## src/rtl/adc_frame_packer_pkg.sv

```systemverilog
// Shared types and defaults for the ADC frame packer.
// Frame: HEADER, SEQ, D3, D2, D1, D0, CSUM.
package adc_frame_packer_pkg;

  localparam int         FIFO_AW_DEF = 3;
  localparam logic [7:0] HEADER_DEF  = 8'hA5;

  typedef enum logic [2:0] {
    S_IDLE,
    S_HDR,
    S_SEQ,
    S_D3,
    S_D2,
    S_D1,
    S_D0,
    S_CSUM
  } state_e;

  function automatic logic [7:0] csum8(
    input logic [7:0]  seq,
    input logic [31:0] w
  );
    return seq ^ w[31:24] ^ w[23:16]
               ^ w[15:8]  ^ w[7:0];
  endfunction

endpackage

```

## src/rtl/adc_frame_packer_if.sv

```systemverilog
// Sample strobe in, byte valid/ready out.
// master is the packer side, slave the ADC/UART side.
interface adc_frame_packer_if;

  logic [31:0] sample_data;
  logic        sample_valid;
  logic [7:0]  tx_data;
  logic        tx_valid;
  logic        tx_ready;

  modport master (
    input  sample_data,
    input  sample_valid,
    input  tx_ready,
    output tx_data,
    output tx_valid
  );

  modport slave (
    output sample_data,
    output sample_valid,
    output tx_ready,
    input  tx_data,
    input  tx_valid
  );

endinterface

```

## src/rtl/adc_frame_packer_sample_fifo.sv

```systemverilog
// Sample FIFO: async clear, distributed-RAM array,
// combinational head read.
module adc_frame_packer_sample_fifo #(
  parameter int AW = 3,
  parameter int W  = 32
) (
  input  logic          clock,
  input  logic          reset,
  input  logic          push_i,
  input  logic          pop_i,
  input  logic [W-1:0]  wdata_i,
  output logic [W-1:0]  rdata_o,
  output logic [AW:0]   level_o,
  output logic          full_o,
  output logic          empty_o
);

  localparam int DEPTH = 1 << AW;

  logic [W-1:0]  mem_q [DEPTH];
  logic [AW-1:0] wptr_q, wptr_d;
  logic [AW-1:0] rptr_q, rptr_d;
  logic [AW:0]   level_q, level_d;

  always_comb begin
    wptr_d  = wptr_q;
    rptr_d  = rptr_q;
    level_d = level_q;
    if (push_i) wptr_d = wptr_q + 1'b1;
    if (pop_i)  rptr_d = rptr_q + 1'b1;
    unique case (1'b1)
      push_i && !pop_i: level_d = level_q + 1'b1;
      pop_i && !push_i: level_d = level_q - 1'b1;
      default:          level_d = level_q;
    endcase
  end

  always_ff @(posedge clock or posedge reset) begin
    if (reset) begin
      wptr_q  <= '0;
      rptr_q  <= '0;
      level_q <= '0;
    end else begin
      wptr_q  <= wptr_d;
      rptr_q  <= rptr_d;
      level_q <= level_d;
    end
  end

  always_ff @(posedge clock) begin
    if (push_i) mem_q[wptr_q] <= wdata_i;
  end

  assign rdata_o = mem_q[rptr_q];
  assign level_o = level_q;
  assign full_o  = (level_q == (AW+1)'(DEPTH));
  assign empty_o = (level_q == '0);

endmodule

```

## src/rtl/adc_frame_packer.sv

```systemverilog
// Wraps buffered ADC words into 7-byte frames
// for the UART TX byte handshake.
module adc_frame_packer
  import adc_frame_packer_pkg::*;
#(
  parameter int         FIFO_AW = FIFO_AW_DEF,
  parameter logic [7:0] HEADER  = HEADER_DEF
) (
  input  logic                 clock,
  input  logic                 reset,
  adc_frame_packer_if.master   bus,
  output logic [FIFO_AW:0]     fifo_level_o,
  output logic                 overflow_o,
  output logic [7:0]           drop_count_o,
  input  logic                 clear_ovf_i
);

  state_e      state_q, state_d;
  logic [31:0] word_q, word_d;
  logic [7:0]  seq_q, seq_d;
  logic [7:0]  seqr_q, seqr_d;
  logic [7:0]  txd_q, txd_d;
  logic        txv_q, txv_d;
  logic        ovf_q, ovf_d;
  logic [7:0]  drop_q, drop_d;

  logic        push, pop, drop;
  logic        full, empty, accept;
  logic [31:0] head;

  adc_frame_packer_sample_fifo #(
    .AW (FIFO_AW),
    .W  (32)
  ) u_fifo (
    .clock   (clock),
    .reset   (reset),
    .push_i  (push),
    .pop_i   (pop),
    .wdata_i (bus.sample_data),
    .rdata_o (head),
    .level_o (fifo_level_o),
    .full_o  (full),
    .empty_o (empty)
  );

  // A pop in the same cycle frees a slot for the push.
  assign push   = bus.sample_valid & (~full | pop);
  assign drop   = bus.sample_valid & ~push;
  assign accept = txv_q & bus.tx_ready;

  always_comb begin
    state_d = state_q;
    word_d  = word_q;
    seq_d   = seq_q;
    seqr_d  = seqr_q;
    pop     = 1'b0;
    unique case (state_q)
      S_IDLE: begin
        if (!empty) begin
          pop     = 1'b1;
          word_d  = head;
          seqr_d  = seq_q;
          seq_d   = seq_q + 8'd1;
          state_d = S_HDR;
        end
      end
      default: begin
        if (accept)
          state_d = (state_q == S_CSUM) ? S_IDLE
                  : state_e'(state_q + 3'd1);
      end
    endcase
  end

  // Byte is registered from the next state so a stall re-selects it.
  always_comb begin
    txv_d = (state_d != S_IDLE);
    txd_d = txd_q;
    unique case (state_d)
      S_IDLE: txd_d = txd_q;
      S_HDR:  txd_d = HEADER;
      S_SEQ:  txd_d = seqr_q;
      S_D3:   txd_d = word_q[31:24];
      S_D2:   txd_d = word_q[23:16];
      S_D1:   txd_d = word_q[15:8];
      S_D0:   txd_d = word_q[7:0];
      S_CSUM: txd_d = csum8(seqr_q, word_q);
    endcase
  end

  always_comb begin
    ovf_d  = ovf_q;
    drop_d = drop_q;
    if (clear_ovf_i) begin
      ovf_d  = 1'b0;
      drop_d = '0;
    end
    if (drop) begin
      ovf_d = 1'b1;
      if (drop_d != 8'hFF) drop_d = drop_d + 8'd1;
    end
  end

  always_ff @(posedge clock or posedge reset) begin
    if (reset) begin
      state_q <= S_IDLE;
      word_q  <= '0;
      seq_q   <= '0;
      seqr_q  <= '0;
      txd_q   <= '0;
      txv_q   <= 1'b0;
      ovf_q   <= 1'b0;
      drop_q  <= '0;
    end else begin
      state_q <= state_d;
      word_q  <= word_d;
      seq_q   <= seq_d;
      seqr_q  <= seqr_d;
      txd_q   <= txd_d;
      txv_q   <= txv_d;
      ovf_q   <= ovf_d;
      drop_q  <= drop_d;
    end
  end

  assign bus.tx_data   = txd_q;
  assign bus.tx_valid  = txv_q;
  assign overflow_o    = ovf_q;
  assign drop_count_o  = drop_q;

endmodule

```

## src/flat_wrapper.sv

```systemverilog
// flat-port wrapper written by rule: the top's interface ports become plain ports
module adc_frame_packer_flat import adc_frame_packer_pkg::*;
#(
  parameter int         FIFO_AW = FIFO_AW_DEF,
  parameter logic [7:0] HEADER  = HEADER_DEF
)
  (clock, reset, fifo_level_o, overflow_o, drop_count_o, clear_ovf_i, bus_sample_data, bus_sample_valid, bus_tx_ready, bus_tx_data, bus_tx_valid);
  adc_frame_packer_if bus_i ();
  input  logic clock;
  input  logic reset;
  output logic [FIFO_AW:0] fifo_level_o;
  output logic overflow_o;
  output logic [7:0] drop_count_o;
  input  logic clear_ovf_i;
  input wire logic [$bits(bus_i.sample_data)-1:0] bus_sample_data;
  input wire logic [$bits(bus_i.sample_valid)-1:0] bus_sample_valid;
  input wire logic [$bits(bus_i.tx_ready)-1:0] bus_tx_ready;
  output wire logic [$bits(bus_i.tx_data)-1:0] bus_tx_data;
  output wire logic [$bits(bus_i.tx_valid)-1:0] bus_tx_valid;
  assign bus_i.sample_data = bus_sample_data;
  assign bus_i.sample_valid = bus_sample_valid;
  assign bus_i.tx_ready = bus_tx_ready;
  assign bus_tx_data = bus_i.tx_data;
  assign bus_tx_valid = bus_i.tx_valid;
  adc_frame_packer #(.FIFO_AW(FIFO_AW), .HEADER(HEADER)) u_core (.clock(clock), .reset(reset), .bus(bus_i), .fifo_level_o(fifo_level_o), .overflow_o(overflow_o), .drop_count_o(drop_count_o), .clear_ovf_i(clear_ovf_i));
endmodule
```

## config.mk

```make
export PLATFORM = sky130hd
export DESIGN_NAME = adc_frame_packer_flat
export DESIGN_NICKNAME = d
export VERILOG_FILES = /design/src/rtl/adc_frame_packer_pkg.sv /design/src/rtl/adc_frame_packer_if.sv /design/src/rtl/adc_frame_packer_sample_fifo.sv /design/src/rtl/adc_frame_packer.sv /design/src/flat_wrapper.sv
export SDC_FILE = /design/constraint.sdc
export NUM_CORES = 1
export LEC_CHECK = 0
export CORE_MARGIN = 5
export CORE_UTILIZATION = 55
export DETAILED_ROUTE_END_ITERATION = 6
export PLACE_DENSITY = 0.76
export RECOVER_POWER = 50
export SKIP_LAST_GASP = 1
export SYNTH_ARGS = -nofsm -noshare
export SYNTH_HDL_FRONTEND = slang
export SYNTH_HIERARCHICAL = 1
export SYNTH_SLANG_ARGS = --single-unit
```

## constraint.sdc

```tcl
create_clock -name clock -period 4.37 [get_ports clock]
set_input_delay 0.874 -clock clock [delete_from_list [all_inputs] [get_ports clock]]
set_output_delay 0.874 -clock clock [all_outputs]
set_load 0.02 [all_outputs]
```

==> results.cfg <==
[run_status]
status = finished clean

[pwr]
p_int_mw = 7.36
power_density_mw_per_mm2 = 677
combinationalPowerShare_pct = 31.9
power.share.clock_pct = 25.3
p_sw_share_pct = 32.1
p_sw_mw = 3.48
leakage_nw = 5.75
total_power_mw = 10.8
vdd_ir_drop_max_mv = 0.353
sequentialPowerShare_pct = 42.8

[synth]
synth-main-ff-cell = edfxtp_1
syn_inst = 822
synth_edf_count = 256
syn_area_per_cell_um2 = 16.9
yosysUniqueCellTypes = 65
ys_seq_elements = 335
synth_area_mm2 = 0.0139
seq_area_frac_synth_pct = 69.5
synthArstFlopShare_pct = 23.6
yosys_warnings = 6
syn-num-nets = 869

[clock_tree]
postCtsSetupBuffers = 0
cts.sinks = 335
htree_levels = 2
cts_tree = built
path_clk_slew_ps = 60
cts_made_buffers = 35
clockRootBuffer = clkbuf_16
clk_path_buf_depth = 3
clkLatencyLatePin_ps = 510
ctsHoldBuffers = 0
cts-resized-gates = 0

[route]
wirelength_um = 27700
drc = 0
viasPerCell = 5.88
first_pass_iters = 5
ant_nets = 0
via_count = 7388
drt_iter0_drc = 616
routedWlPerCell_um = 22.0

[timing]
hold_viol = 0
final_max_slew_viol_count = 0
period_minus_slack_ps = 3200
relSlewSlack_pct = 15.0
setup_viol = 0
rsz0062_at_grt = false
tightest_slew_ps = 1280
min_period_over_period_pct = 73.2
fmax_mhz = 313
skew_ps = 13.5
fin_tns_setup_ps = 0

[hold_path]
min_path_cells = 1
min-delay-start = u_core/seq_q[7]
hold_class = reg2reg

[critical_path]
crit_chain = inv_1, ha_1, or3b_1, a21boi_0, clkbuf_1, nand2b_1, nor2_4, buf_12
crit_start = u_core/state_q[0]
start_kind = register
cpPeakStageDelay_ps = 610
reg2reg_from = u_core/state_q[0]
slowest_stage = nor2_4
crit_path_end_kind = register
worstSetupPathType = reg2reg
critPathArrivalTime_ps = 3400
r2r_cells = 8
path_max_fanout = 18
worst_ep_required_time_ps = 4580

[floorplanning]
start_util_pct = 55.5
die_h_um = 169
core-area_mm2 = 0.0250
die_w_um = 169
die_area_mm2 = 0.0286
io_pins = 59
rows = 58

[final_layout]
multiInputGateArea_mm2 = 0.00403
seqCellArea_mm2 = 0.00967
diodes = 0
drive_above_1_share_pct = 16.9
area_growth_pct = 15.2
layout_common_cells = 256 x edfxtp_1, 148 x nand2_1, 77 x dfrtp_1
num-fill-cells = 1739
layout.nets = 947
layout_commonest_cell = edfxtp_1

[grt]
antenna_found_initial = 0
grt_max_degree = 46
grt_use_total_pct = 19.7
grt_pass1_vias = 7430
grt_pass1_wl_um = 43400
grt_overflow = 0

[placed_design]
hpwl_um = 17000
gp_congestion = 0.923
portBuffers = 58

[job]
cap_violations = 0
routing by layer:
layer  share of wire, %  GRT usage [%]  up-vias
li1                   -              -     3310
met1                 43           28.7     3757
met2                 48           31.1      263
met3                6.0           3.55       58
met4                2.6           5.95        0
met5                  0              0        -
worst max-delay path, delay by kind of cell, from the launching register on:
| family | cells | cell delay, ps |
|---|---|---|
| DFF | 1 | 460 |
| and+or+nand+nor | 3 | 1350 |
| adders and majority gates | 1 | 200 |
| buffers and inverters | 3 | 650 |
| AOI/OAI and AO/OA | 1 | 200 |
stage by stage:
step / setup WS [ps] / hold slack, ps / cell area [um2] / std cells / utilization, %
global placement: 1170 / 461 / 15000 / 1193 / 59.8
floorplan: 538 / 445 / 13900 / 822 / -
finish: 1170 / 479 / 16000 / 1257 / 64.0
CTS: 1290 / 477 / 16000 / 1257 / 64.0
detailed placement: 1110 / 469 / 15000 / 1193 / 59.8
global route: 976 / 502 / 16000 / 1257 / 64.0
power groups by stage:
stage	sequential, mW	clock, mW	combinational (mW)
5_1_grt	4.71	2.93	3.75
4_1_cts	4.65	2.79	3.48
6_report	4.64	2.74	3.46
2_1_floorplan	4.48	0	2.70
3_3_place_gp	4.68	0	3.41
3_5_place_dp	4.70	0	3.45
final cells by class:
cell class	instances	share of cell area [%]
Clock buffer	53	6.02
Clock inverter	11	0.570
Inverter	14	0.328
Multi-Input combinational cell	438	25.2
Sequential cell	335	60.4
Tap cell	330	2.58
Timing Repair Buffer	76	4.95
logic make-up (layout without fill, tap and decap cells):
family | Yosys count | in the layout | synth area share [%]
flops | 335 | 335 | 69.5
xor+xnor | 51 | 51 | 3.21
buf+inv | 49 | 154 | 2.00
fa+ha+maj | 10 | 10 | 0.900
mux | 106 | 106 | 14.4
compound gates | 52 | 52 | 3.01
simple gates | 219 | 219 | 6.99
cells in the mapped netlist, types with 5 or more instances:
cell      number  area (um2)
edfxtp_1     256        7690
nand2_1      148         556
dfrtp_1       79        1980
xnor2_1       41         359
mux4_2        39         878
mux2_2        37         417
mux4_1        25         657
clkbuf_1      16        60.1
nor2_1        16        60.1
inv_1         11        41.3
a21oi_1       10        50.1
buf_2         10        50.1
ha_1          10         125
nor3_1        10        50.1
xor2_1        10        87.6
nand3_1        9        45.0
nand2b_1       6        37.5
nor2b_1        6        37.5
mux2i_1        5        50.1
registers in the layout, summed over array words and instances, names as in the netlist:
| signal | count |
|---|---|
| u_core/u_fifo/mem_q | 256 |
| u_core/word_q | 32 |
| u_core/bus.tx_data | 8 |
| u_core/drop_count_o | 8 |
| u_core/seq_q | 8 |
| u_core/seqr_q | 8 |
| u_core/u_fifo/level_o | 4 |
| u_core/state_q | 3 |
| u_core/u_fifo/rptr_q | 3 |
| u_core/u_fifo/wptr_q | 3 |
| u_core/bus.tx_valid | 1 |
| u_core/overflow_o | 1 |
path summary, 6_finish.rpt:
check                                                  end  slack, ps
worst max register to register  u_core/u_fifo/mem_q[6][15]       1170
worst min-delay path                       u_core/seq_q[7]        480
worst max-delay path            u_core/u_fifo/mem_q[6][15]       1170
worst min register to register             u_core/seq_q[7]        480
min in group asynchronous          u_core/u_fifo/wptr_q[1]        820
max in group asynchronous                u_core/word_q[18]       1480
(Power assumes the default switching activity.)
